===== src/rtl/bpu_pkg.sv =====
// -----------------------------------------------------------------------------
// bpu_pkg
// Constants and types shared by the branch-prediction resolve queue.
//   - bpu_kind_e   : branch kind encoding used by predictor and execute
//   - MIS_*        : bit positions inside the 3-bit mis_pdc vector
//   - PDCH_*       : field offsets inside the 8-bit hysteresis bundle
//   - rq_entry_t   : queue entry layout at the default widths
// -----------------------------------------------------------------------------
package bpu_pkg;

  typedef enum logic [2:0] {
    KIND_NOT_JUMP      = 3'd0,
    KIND_DIRECT_JUMP   = 3'd1,
    KIND_RET           = 3'd4,
    KIND_INDIRECT_JUMP = 3'd5,
    KIND_CALL          = 3'd6,
    KIND_JUMP          = 3'd7
  } bpu_kind_e;

  // mis_pdc = {npc wrong, kind wrong, taken wrong}
  localparam int MIS_NPC   = 2;
  localparam int MIS_KIND  = 1;
  localparam int MIS_TAKEN = 0;

  // pdch = {taken_g[1:0], taken_b[1:0], choice_btb_ras[1:0], choice_b_g[1:0]}
  localparam int PDCH_TAKEN_G_LSB    = 6;
  localparam int PDCH_TAKEN_G_MSB    = 7;
  localparam int PDCH_TAKEN_B_LSB    = 4;
  localparam int PDCH_TAKEN_B_MSB    = 5;
  localparam int PDCH_CHOICE_BR_LSB  = 2;
  localparam int PDCH_CHOICE_BG_LSB  = 0;

  // choice = {btb_ras, b_g}
  localparam int CHOICE_B_G     = 0;
  localparam int CHOICE_BTB_RAS = 1;

  localparam int DEF_ADDR_WIDTH = 30;
  localparam int DEF_H_WIDTH    = 14;

  // Entry layout at the default widths; the top rebuilds the same field
  // order with its own parameter widths so non-default configurations work.
  typedef struct packed {
    logic [DEF_ADDR_WIDTH-1:0] pc;
    logic [DEF_ADDR_WIDTH-1:0] npc;
    logic [2:0]                kind;
    logic                      taken;
    logic [DEF_H_WIDTH-1:0]    bh;
    logic [1:0]                choice;
    logic [7:0]                pdch;
  } rq_entry_t;

endpackage


===== src/rtl/bpu_rq_fifo.sv =====
// -----------------------------------------------------------------------------
// bpu_rq_fifo
// Circular buffer holding prediction entries in program order.
//   clk, rstn  : clock, synchronous active-low reset
//   clear_i    : empty the buffer (wins over push and pop)
//   push_i     : write data_i at the tail (ignored when full)
//   pop_i      : retire the head entry (ignored when empty)
//   data_i     : entry to write
//   head_o     : head entry, combinational read
//   count_o    : number of valid entries (0..DEPTH)
//   full_o     : count_o == DEPTH
//   empty_o    : count_o == 0
// -----------------------------------------------------------------------------
module bpu_rq_fifo #(
  parameter int DEPTH = 8,
  parameter int WIDTH = 32,
  localparam int PTR_W = $clog2(DEPTH),
  localparam int CNT_W = PTR_W + 1
) (
  input  logic             clk,
  input  logic             rstn,
  input  logic             clear_i,
  input  logic             push_i,
  input  logic             pop_i,
  input  logic [WIDTH-1:0] data_i,
  output logic [WIDTH-1:0] head_o,
  output logic [CNT_W-1:0] count_o,
  output logic             full_o,
  output logic             empty_o
);

  logic [WIDTH-1:0] mem_q [DEPTH];
  logic [PTR_W-1:0] wr_ptr_q, wr_ptr_d;
  logic [PTR_W-1:0] rd_ptr_q, rd_ptr_d;
  logic [CNT_W-1:0] count_q, count_d;
  logic             push_ok;
  logic             pop_ok;

  assign full_o  = (count_q == CNT_W'(DEPTH));
  assign empty_o = (count_q == '0);
  assign count_o = count_q;
  assign head_o  = mem_q[rd_ptr_q];

  assign push_ok = push_i && !full_o && !clear_i;
  assign pop_ok  = pop_i  && !empty_o && !clear_i;

  // NOTE: every variable gets its default at the top of the block so no
  // path leaves it unassigned and no latch is inferred.
  always_comb begin
    wr_ptr_d = wr_ptr_q;
    rd_ptr_d = rd_ptr_q;
    count_d  = count_q;
    if (clear_i) begin
      // Emptying by catching the read pointer up keeps the write pointer,
      // so no stale data is exposed and nothing needs rewriting.
      rd_ptr_d = wr_ptr_q;
      count_d  = '0;
    end else begin
      if (push_ok) wr_ptr_d = wr_ptr_q + 1'b1;
      if (pop_ok)  rd_ptr_d = rd_ptr_q + 1'b1;
      count_d = count_q + CNT_W'(push_ok) - CNT_W'(pop_ok);
    end
  end

  // NOTE: state registers use non-blocking assignments so every flop
  // samples the pre-edge values regardless of statement order.
  always_ff @(posedge clk) begin
    if (!rstn) begin
      wr_ptr_q <= '0;
      rd_ptr_q <= '0;
      count_q  <= '0;
    end else begin
      wr_ptr_q <= wr_ptr_d;
      rd_ptr_q <= rd_ptr_d;
      count_q  <= count_d;
    end
  end

  // NOTE: the storage array has no reset; an entry is only read after it
  // has been written, so clearing it would only cost reset fan-out.
  always_ff @(posedge clk) begin
    if (push_ok) mem_q[wr_ptr_q] <= data_i;
  end

endmodule


===== src/rtl/bpu_resolve_queue.sv =====
// -----------------------------------------------------------------------------
// bpu_resolve_queue
// Holds per-instruction prediction metadata between fetch and execute. When
// execute resolves the oldest instruction, the head entry is compared with
// the real outcome, the predictor update bundle is registered, and a
// redirect is raised if the predicted next PC was wrong.
//   clk, rstn               : clock, synchronous active-low reset
//   flush_in                : empties the queue, suppresses a concurrent pop
//   push_*                  : prediction from the fetch side (valid/ready)
//   res_*                   : resolution of the oldest instruction
//   update_en + *_ex, mis_pdc, taken_real, choice_real, out_pdch
//                           : registered predictor update, 1 cycle after res
//   redirect_valid/_pc      : registered one-cycle redirect on npc mismatch
//   err_underflow           : sticky, res_valid seen with an empty queue
// -----------------------------------------------------------------------------
module bpu_resolve_queue
  import bpu_pkg::*;
#(
  parameter int DEPTH      = 8,
  parameter int ADDR_WIDTH = 30,
  parameter int H_WIDTH    = 14
) (
  input  logic                  clk,
  input  logic                  rstn,
  input  logic                  flush_in,
  input  logic                  push_valid,
  output logic                  push_ready,
  input  logic [ADDR_WIDTH-1:0] push_pc,
  input  logic [ADDR_WIDTH-1:0] push_npc,
  input  logic [2:0]            push_kind,
  input  logic                  push_taken,
  input  logic [H_WIDTH-1:0]    push_bh,
  input  logic [1:0]            push_choice,
  input  logic [7:0]            push_pdch,
  input  logic                  res_valid,
  input  logic [2:0]            res_kind,
  input  logic                  res_taken,
  input  logic [ADDR_WIDTH-1:0] res_target,
  input  logic [ADDR_WIDTH-1:0] res_ret_pc,
  output logic                  update_en,
  output logic [ADDR_WIDTH-1:0] pc_ex,
  output logic [ADDR_WIDTH-1:0] npc_ex,
  output logic [ADDR_WIDTH-1:0] ret_pc_ex,
  output logic [2:0]            kind_ex,
  output logic                  taken_real,
  output logic [H_WIDTH-1:0]    bh_ex,
  output logic [2:0]            mis_pdc,
  output logic [1:0]            choice_real,
  output logic [1:0]            choice_pdc_ex,
  output logic [7:0]            out_pdch,
  output logic                  redirect_valid,
  output logic [ADDR_WIDTH-1:0] redirect_pc,
  output logic                  err_underflow
);

  localparam int CNT_W = $clog2(DEPTH) + 1;

  // Same field order as bpu_pkg::rq_entry_t, sized by this instance.
  typedef struct packed {
    logic [ADDR_WIDTH-1:0] pc;
    logic [ADDR_WIDTH-1:0] npc;
    logic [2:0]            kind;
    logic                  taken;
    logic [H_WIDTH-1:0]    bh;
    logic [1:0]            choice;
    logic [7:0]            pdch;
  } entry_t;

  entry_t                push_entry;
  entry_t                head;
  logic [CNT_W-1:0]      fifo_count;
  logic                  fifo_full;
  logic                  fifo_empty;

  logic                  pop_fire;
  logic                  push_fire;
  logic                  npc_wrong;
  logic                  fifo_clear;
  logic                  fifo_pop;
  logic [ADDR_WIDTH-1:0] real_npc;
  logic [2:0]            mis_vec;
  logic                  choice_bg_real;

  assign push_entry = '{pc:     push_pc,
                        npc:    push_npc,
                        kind:   push_kind,
                        taken:  push_taken,
                        bh:     push_bh,
                        choice: push_choice,
                        pdch:   push_pdch};

  assign push_ready = !fifo_full;

  // ---------------------------------------------------------------------------
  // Head comparison
  // ---------------------------------------------------------------------------
  assign real_npc = res_taken ? res_target : head.pc + ADDR_WIDTH'(1);

  always_comb begin
    mis_vec            = '0;
    mis_vec[MIS_NPC]   = (head.npc   != real_npc);
    mis_vec[MIS_KIND]  = (head.kind  != res_kind);
    mis_vec[MIS_TAKEN] = (head.taken != res_taken);
  end

  // Whichever direction counter's strong bit agreed with the outcome wins
  // the chooser; if neither agreed the previous choice stands.
  always_comb begin
    choice_bg_real = head.choice[CHOICE_B_G];
    if (head.pdch[PDCH_TAKEN_G_MSB] == res_taken)      choice_bg_real = 1'b1;
    else if (head.pdch[PDCH_TAKEN_B_MSB] == res_taken) choice_bg_real = 1'b0;
  end

  // ---------------------------------------------------------------------------
  // Queue control: flush beats everything; a wrong npc pops the head and
  // throws away all younger (wrong-path) entries plus any same-cycle push.
  // ---------------------------------------------------------------------------
  assign pop_fire   = res_valid && !fifo_empty && !flush_in;
  assign npc_wrong  = pop_fire && mis_vec[MIS_NPC];
  assign fifo_clear = flush_in || npc_wrong;
  assign fifo_pop   = pop_fire && !npc_wrong;
  assign push_fire  = push_valid && !fifo_full && !fifo_clear;

  bpu_rq_fifo #(
    .DEPTH (DEPTH),
    .WIDTH ($bits(entry_t))
  ) u_fifo (
    .clk     (clk),
    .rstn    (rstn),
    .clear_i (fifo_clear),
    .push_i  (push_fire),
    .pop_i   (fifo_pop),
    .data_i  (push_entry),
    .head_o  (head),
    .count_o (fifo_count),
    .full_o  (fifo_full),
    .empty_o (fifo_empty)
  );

  // ---------------------------------------------------------------------------
  // Registered update / redirect stage
  // ---------------------------------------------------------------------------
  logic                  update_en_q, update_en_d;
  logic [ADDR_WIDTH-1:0] pc_ex_q, pc_ex_d;
  logic [ADDR_WIDTH-1:0] npc_ex_q, npc_ex_d;
  logic [ADDR_WIDTH-1:0] ret_pc_ex_q, ret_pc_ex_d;
  logic [2:0]            kind_ex_q, kind_ex_d;
  logic                  taken_real_q, taken_real_d;
  logic [H_WIDTH-1:0]    bh_ex_q, bh_ex_d;
  logic [2:0]            mis_pdc_q, mis_pdc_d;
  logic [1:0]            choice_real_q, choice_real_d;
  logic [1:0]            choice_pdc_q, choice_pdc_d;
  logic [7:0]            pdch_q, pdch_d;
  logic                  redirect_valid_q, redirect_valid_d;
  logic [ADDR_WIDTH-1:0] redirect_pc_q, redirect_pc_d;
  logic                  err_underflow_q, err_underflow_d;

  always_comb begin
    update_en_d      = pop_fire;
    redirect_valid_d = npc_wrong;
    pc_ex_d          = pc_ex_q;
    npc_ex_d         = npc_ex_q;
    ret_pc_ex_d      = ret_pc_ex_q;
    kind_ex_d        = kind_ex_q;
    taken_real_d     = taken_real_q;
    bh_ex_d          = bh_ex_q;
    mis_pdc_d        = mis_pdc_q;
    choice_real_d    = choice_real_q;
    choice_pdc_d     = choice_pdc_q;
    pdch_d           = pdch_q;
    redirect_pc_d    = redirect_pc_q;
    err_underflow_d  = err_underflow_q || (res_valid && fifo_empty);

    // Update fields are held between pops so the predictor can read them
    // at leisure; only update_en is a strobe.
    if (pop_fire) begin
      pc_ex_d       = head.pc;
      npc_ex_d      = real_npc;
      ret_pc_ex_d   = res_ret_pc;
      kind_ex_d     = res_kind;
      taken_real_d  = res_taken;
      bh_ex_d       = head.bh;
      mis_pdc_d     = mis_vec;
      choice_real_d = {(res_kind == KIND_RET), choice_bg_real};
      choice_pdc_d  = head.choice;
      pdch_d        = head.pdch;
    end
    if (npc_wrong) redirect_pc_d = real_npc;
  end

  always_ff @(posedge clk) begin
    if (!rstn) begin
      update_en_q      <= 1'b0;
      pc_ex_q          <= '0;
      npc_ex_q         <= '0;
      ret_pc_ex_q      <= '0;
      kind_ex_q        <= '0;
      taken_real_q     <= 1'b0;
      bh_ex_q          <= '0;
      mis_pdc_q        <= '0;
      choice_real_q    <= '0;
      choice_pdc_q     <= '0;
      pdch_q           <= '0;
      redirect_valid_q <= 1'b0;
      redirect_pc_q    <= '0;
      err_underflow_q  <= 1'b0;
    end else begin
      update_en_q      <= update_en_d;
      pc_ex_q          <= pc_ex_d;
      npc_ex_q         <= npc_ex_d;
      ret_pc_ex_q      <= ret_pc_ex_d;
      kind_ex_q        <= kind_ex_d;
      taken_real_q     <= taken_real_d;
      bh_ex_q          <= bh_ex_d;
      mis_pdc_q        <= mis_pdc_d;
      choice_real_q    <= choice_real_d;
      choice_pdc_q     <= choice_pdc_d;
      pdch_q           <= pdch_d;
      redirect_valid_q <= redirect_valid_d;
      redirect_pc_q    <= redirect_pc_d;
      err_underflow_q  <= err_underflow_d;
    end
  end

  assign update_en      = update_en_q;
  assign pc_ex          = pc_ex_q;
  assign npc_ex         = npc_ex_q;
  assign ret_pc_ex      = ret_pc_ex_q;
  assign kind_ex        = kind_ex_q;
  assign taken_real     = taken_real_q;
  assign bh_ex          = bh_ex_q;
  assign mis_pdc        = mis_pdc_q;
  assign choice_real    = choice_real_q;
  assign choice_pdc_ex  = choice_pdc_q;
  assign out_pdch       = pdch_q;
  assign redirect_valid = redirect_valid_q;
  assign redirect_pc    = redirect_pc_q;
  assign err_underflow  = err_underflow_q;

endmodule


===== config.mk =====
export PLATFORM = sky130hd
export DESIGN_NAME = bpu_resolve_queue
export DESIGN_NICKNAME = d
export VERILOG_FILES = /design/src/rtl/bpu_pkg.sv /design/src/rtl/bpu_rq_fifo.sv /design/src/rtl/bpu_resolve_queue.sv
export SDC_FILE = /design/constraint.sdc
export NUM_CORES = 1
export LEC_CHECK = 0
export BUFFER_PORTS_ARGS = -buffer_cell sky130_fd_sc_hd__buf_2
export CORE_MARGIN = 3
export CORE_UTILIZATION = 50
export CTS_CLUSTER_DIAMETER = 80
export CTS_CLUSTER_SIZE = 28
export DETAILED_ROUTE_END_ITERATION = 8
export GPL_TIMING_DRIVEN = 1
export PLACE_DENSITY = 0.69
export SYNTH_ARGS = -nofsm -noshare
export SYNTH_HDL_FRONTEND = slang
export SYNTH_SLANG_ARGS = --single-unit

===== constraint.sdc =====
create_clock -name clk -period 21.6 [get_ports clk]
set_input_delay 2.16 -clock clk [delete_from_list [all_inputs] [get_ports clk]]
set_output_delay 2.16 -clock clk [all_outputs]
set_load 0.01 [all_outputs]

==> impl_metrics.env <==
export IMPL_status="completed"
export IMPL_wl_um=87700
export IMPL_fin_setup_tns_ps=0
export IMPL_wl_met1_um=37000
export IMPL_holdPathEnd="ret_pc_ex[12]"
export IMPL_leakagePower_nw=12.5
export IMPL_io_buffers=313
export IMPL_first_pass_iters=5
export IMPL_async_reset_ff_share_pct=0
export IMPL_hold_violations=0
export IMPL_drc=0
export IMPL_grt_overflow_total=0
export IMPL_syn_avg_cell_area_um2=16.7
export IMPL_setup_viol=0
export IMPL_cts_max_path_buffers=3
export IMPL_die_w_um=270
export IMPL_fin_area_mm2=0.0386
export IMPL_hpwl_um=57200
export IMPL_rr_worst_depth=15
export IMPL_hold_buffers=0
export IMPL_r2r_end="u_fifo.mem_q[3][45]"
export IMPL_arrival_ps=9240
export IMPL_nNetsFinal=2518
export IMPL_dp_cells=3238
export IMPL_worstHoldStart="ret_pc_ex[12]"
export IMPL_ys_seq_area_share_pct=70.2
export IMPL_synth_most_common_cell="edfxtp_1"
export IMPL_syn_num_nets=2262
export IMPL_rrSetupSlack_ps=12580
export IMPL_worstPathMaxFanout=51
export IMPL_dpl_cell_area_mm2=0.0372
export IMPL_hold_class="flip-flop to flip-flop"
export IMPL_period_share_pct=41.8
export IMPL_initialDrtViolationCount=2153
export IMPL_track_usage_pct=23.7
export IMPL_path_clk_slew_ps=100
export IMPL_synth_edf_count=704
export IMPL_antenna_found_initial=13
export IMPL_yosysWarnings=0
export IMPL_tightest_slew_ps=1380
export IMPL_netlist_instances=2095
export IMPL_synthTopCellsByCount="edfxtp_1, dfxtp_1, nor2_1"
export IMPL_coreArea_mm2=0.0689
export IMPL_syn_area_mm2=0.0349
export IMPL_gp_congestion=0.923
export IMPL_vdd_drop_max_uv=59.9
export IMPL_period_needed_ps=9020
export IMPL_worstSetupPathType="flip-flop to flip-flop"
export IMPL_crit_slowest_cell="nor4_1"
export IMPL_p_per_area_mw_per_mm2=78.4
export IMPL_rsz0062_at_grt="false"
export IMPL_wire_per_inst_um=26.4
export IMPL_maxSlewViolCount=0
export IMPL_synth_flop_cell="edfxtp_1"
export IMPL_synthDistinctLibCells=84
export IMPL_wl_met3_um=7020
export IMPL_cts_sinks=873
export IMPL_grt_pass1_wl_um=130000
export IMPL_drive_gt1_share_pct=25.1
export IMPL_area_growth_pct=10.6
export IMPL_worst_setup_path_end_kind="flip-flop"
export IMPL_fin_ws_ps=12580
export IMPL_top_layer="met5"
export IMPL_io_pins=314
export IMPL_cp_slowest_stage_delay_ps=1150
export IMPL_multiInputGateArea_mm2=0.00970
export IMPL_final_setup_skew_ps=40.9
export IMPL_initial_core_util_pct=50.6
export IMPL_netlist_area_leader_share_pct=60.5
export IMPL_synth_seq_cells=873
export IMPL_slew_headroom_pct=7.47
export IMPL_fill_cells=5486
export IMPL_dieArea_mm2=0.0730
export IMPL_power_mw=3.03
export IMPL_cts_setup_buffers=0
export IMPL_die_h_um=270
export IMPL_hold_path_depth=2
export IMPL_crit_chain="buf_4 > mux2i_1 > a22oi_1 > o211a_1 > ha_1 > nand3_4 > nor4_1 > a21boi_0 > or2_2 > a221oi_1 > o2111ai_1 > or4_4 > a21oi_4 > and4b_4 > buf_4"
export IMPL_cts_tree="yes"
export IMPL_rows=96
export IMPL_cts_root_buffer="clkbuf_16"
export IMPL_clock_latency_ps=610
export IMPL_cts_resized=0
export IMPL_grt_max_degree=215
export IMPL_max_cap_violations=0
export IMPL_timing_fmax_ghz=0.111
export IMPL_numCtsBuffers=41
export IMPL_cts_htree_levels=2
export IMPL_synth_area_leader_cell="edfxtp_1"
export IMPL_wl_met2_um=41700
export IMPL_crit_required_ps=21810
export IMPL_crit_top_cell="buf_4"
export IMPL_final_seq_area_mm2=0.0245
export IMPL_grt_pass1_vias=19700
export IMPL_start_kind="flip-flop"
export IMPL_synth_area_top_cells="edfxtp_1, dfxtp_1, mux4_2"
export IMPL_vias_per_cell=5.96
export IMPL_post_place_ws_ps=12710
export IMPL_via_count=19800
export IMPL_final_cells=3320
export IMPL_ant_nets=0
==> critical path, delay by kind of cell, from the launching register on <==
kind	cells	cell delay [ps]
flops	1	1020
compound gates	6	1960
simple gates	5	3390
buf+inv	2	1520
mux	1	170
fa+ha+maj	1	280
==> worst max-delay path by stage <==
stage / startpoint / to
after floorplan: res_taken / u_fifo.mem_q[2][0]
after global placement: flip-flop / u_fifo.mem_q[3][82]
after detailed placement: flip-flop / u_fifo.mem_q[3][85]
after CTS: flip-flop / u_fifo.mem_q[3][45]
after global routing: flip-flop / u_fifo.mem_q[3][45]
final: flip-flop / u_fifo.mem_q[3][45]
==> sequential cells by signal (all words and copies together) (netlist names), 2 cells and up, named ones only <==
name	cells
u_fifo.count_o	4
u_fifo.wr_ptr_q	3
choice_real	2
mis_pdc	3
out_pdch	8
u_fifo.mem_q	704
redirect_pc	30
u_fifo.rd_ptr_q	3
choice_pdc_ex	2
npc_ex	30
kind_ex	3
ret_pc_ex	30
pc_ex	30
bh_ex	14
==> stage by stage <==
step,hold slack [ps],utilization [%]
3_3_place_gp,438,54.0
5_1_grt,473,56.0
3_5_place_dp,449,54.0
4_1_cts,462,56.0
2_1_floorplan,476,-
6_report,461,56.0
==> power by group <==
part           internal, mW  switching (mW)
registers              1.83          0.0137
clock network         0.407           0.525
logic                0.0933           0.155
total                  2.34           0.693
==> final cells by class <==
type / count / area share (%)
Inverter: 16 / 0.168
Sequential cell: 873 / 63.5
Clock inverter: 16 / 0.509
Multi-Input combinational cell: 1078 / 25.1
Tap cell: 931 / 3.02
Antenna cell: 5 / 0.0324
Clock buffer: 60 / 3.01
Timing Repair Buffer: 341 / 4.64
==> metal layers <==
metal | up-vias | global-route usage, %
met1 | 10100 | 33.6
li1 | 8755 | -
met4 | 14 | 4.87
met3 | 122 | 5.11
met5 | - | 0
met2 | 769 | 38.3
==> cells in the final DEF, fill, tap and decap left out, types with 6 or more instances in the layout <==
cell type,n
a22oi_1,8
nor3_1,80
clkbuf_1,16
a211oi_1,72
or2_2,9
mux2_2,13
o31ai_1,6
o21ai_0,21
buf_4,27
edfxtp_1,704
nand2_1,138
nand3_1,15
nor4_1,23
or4_1,6
clkbuf_16,44
nor2_1,148
mux4_1,23
o31a_1,10
dfxtp_1,166
and2_1,7
nand2b_1,6
buf_2,312
a21oi_1,81
xor2_1,11
ha_1,9
mux2i_1,106
xnor2_1,34
mux4_2,141
nand4_1,10
inv_1,15
==> cell families (layout without fill, tap and decap cells) <==
family / count (synthesis) / in the layout / synth area share, %
buffers and inverters: 144 / 433 / 2.12
muxes: 289 / 289 / 14.5
AOI/OAI and AO/OA: 250 / 250 / 4.97
other: 0 / 5 / 0
and+or+nand+nor: 484 / 484 / 6.62
DFF: 873 / 873 / 70.2
adders and majority gates: 10 / 10 / 0.380
xor gates and xnor gates: 45 / 45 / 1.13
Power figures use the tool's default switching activity.
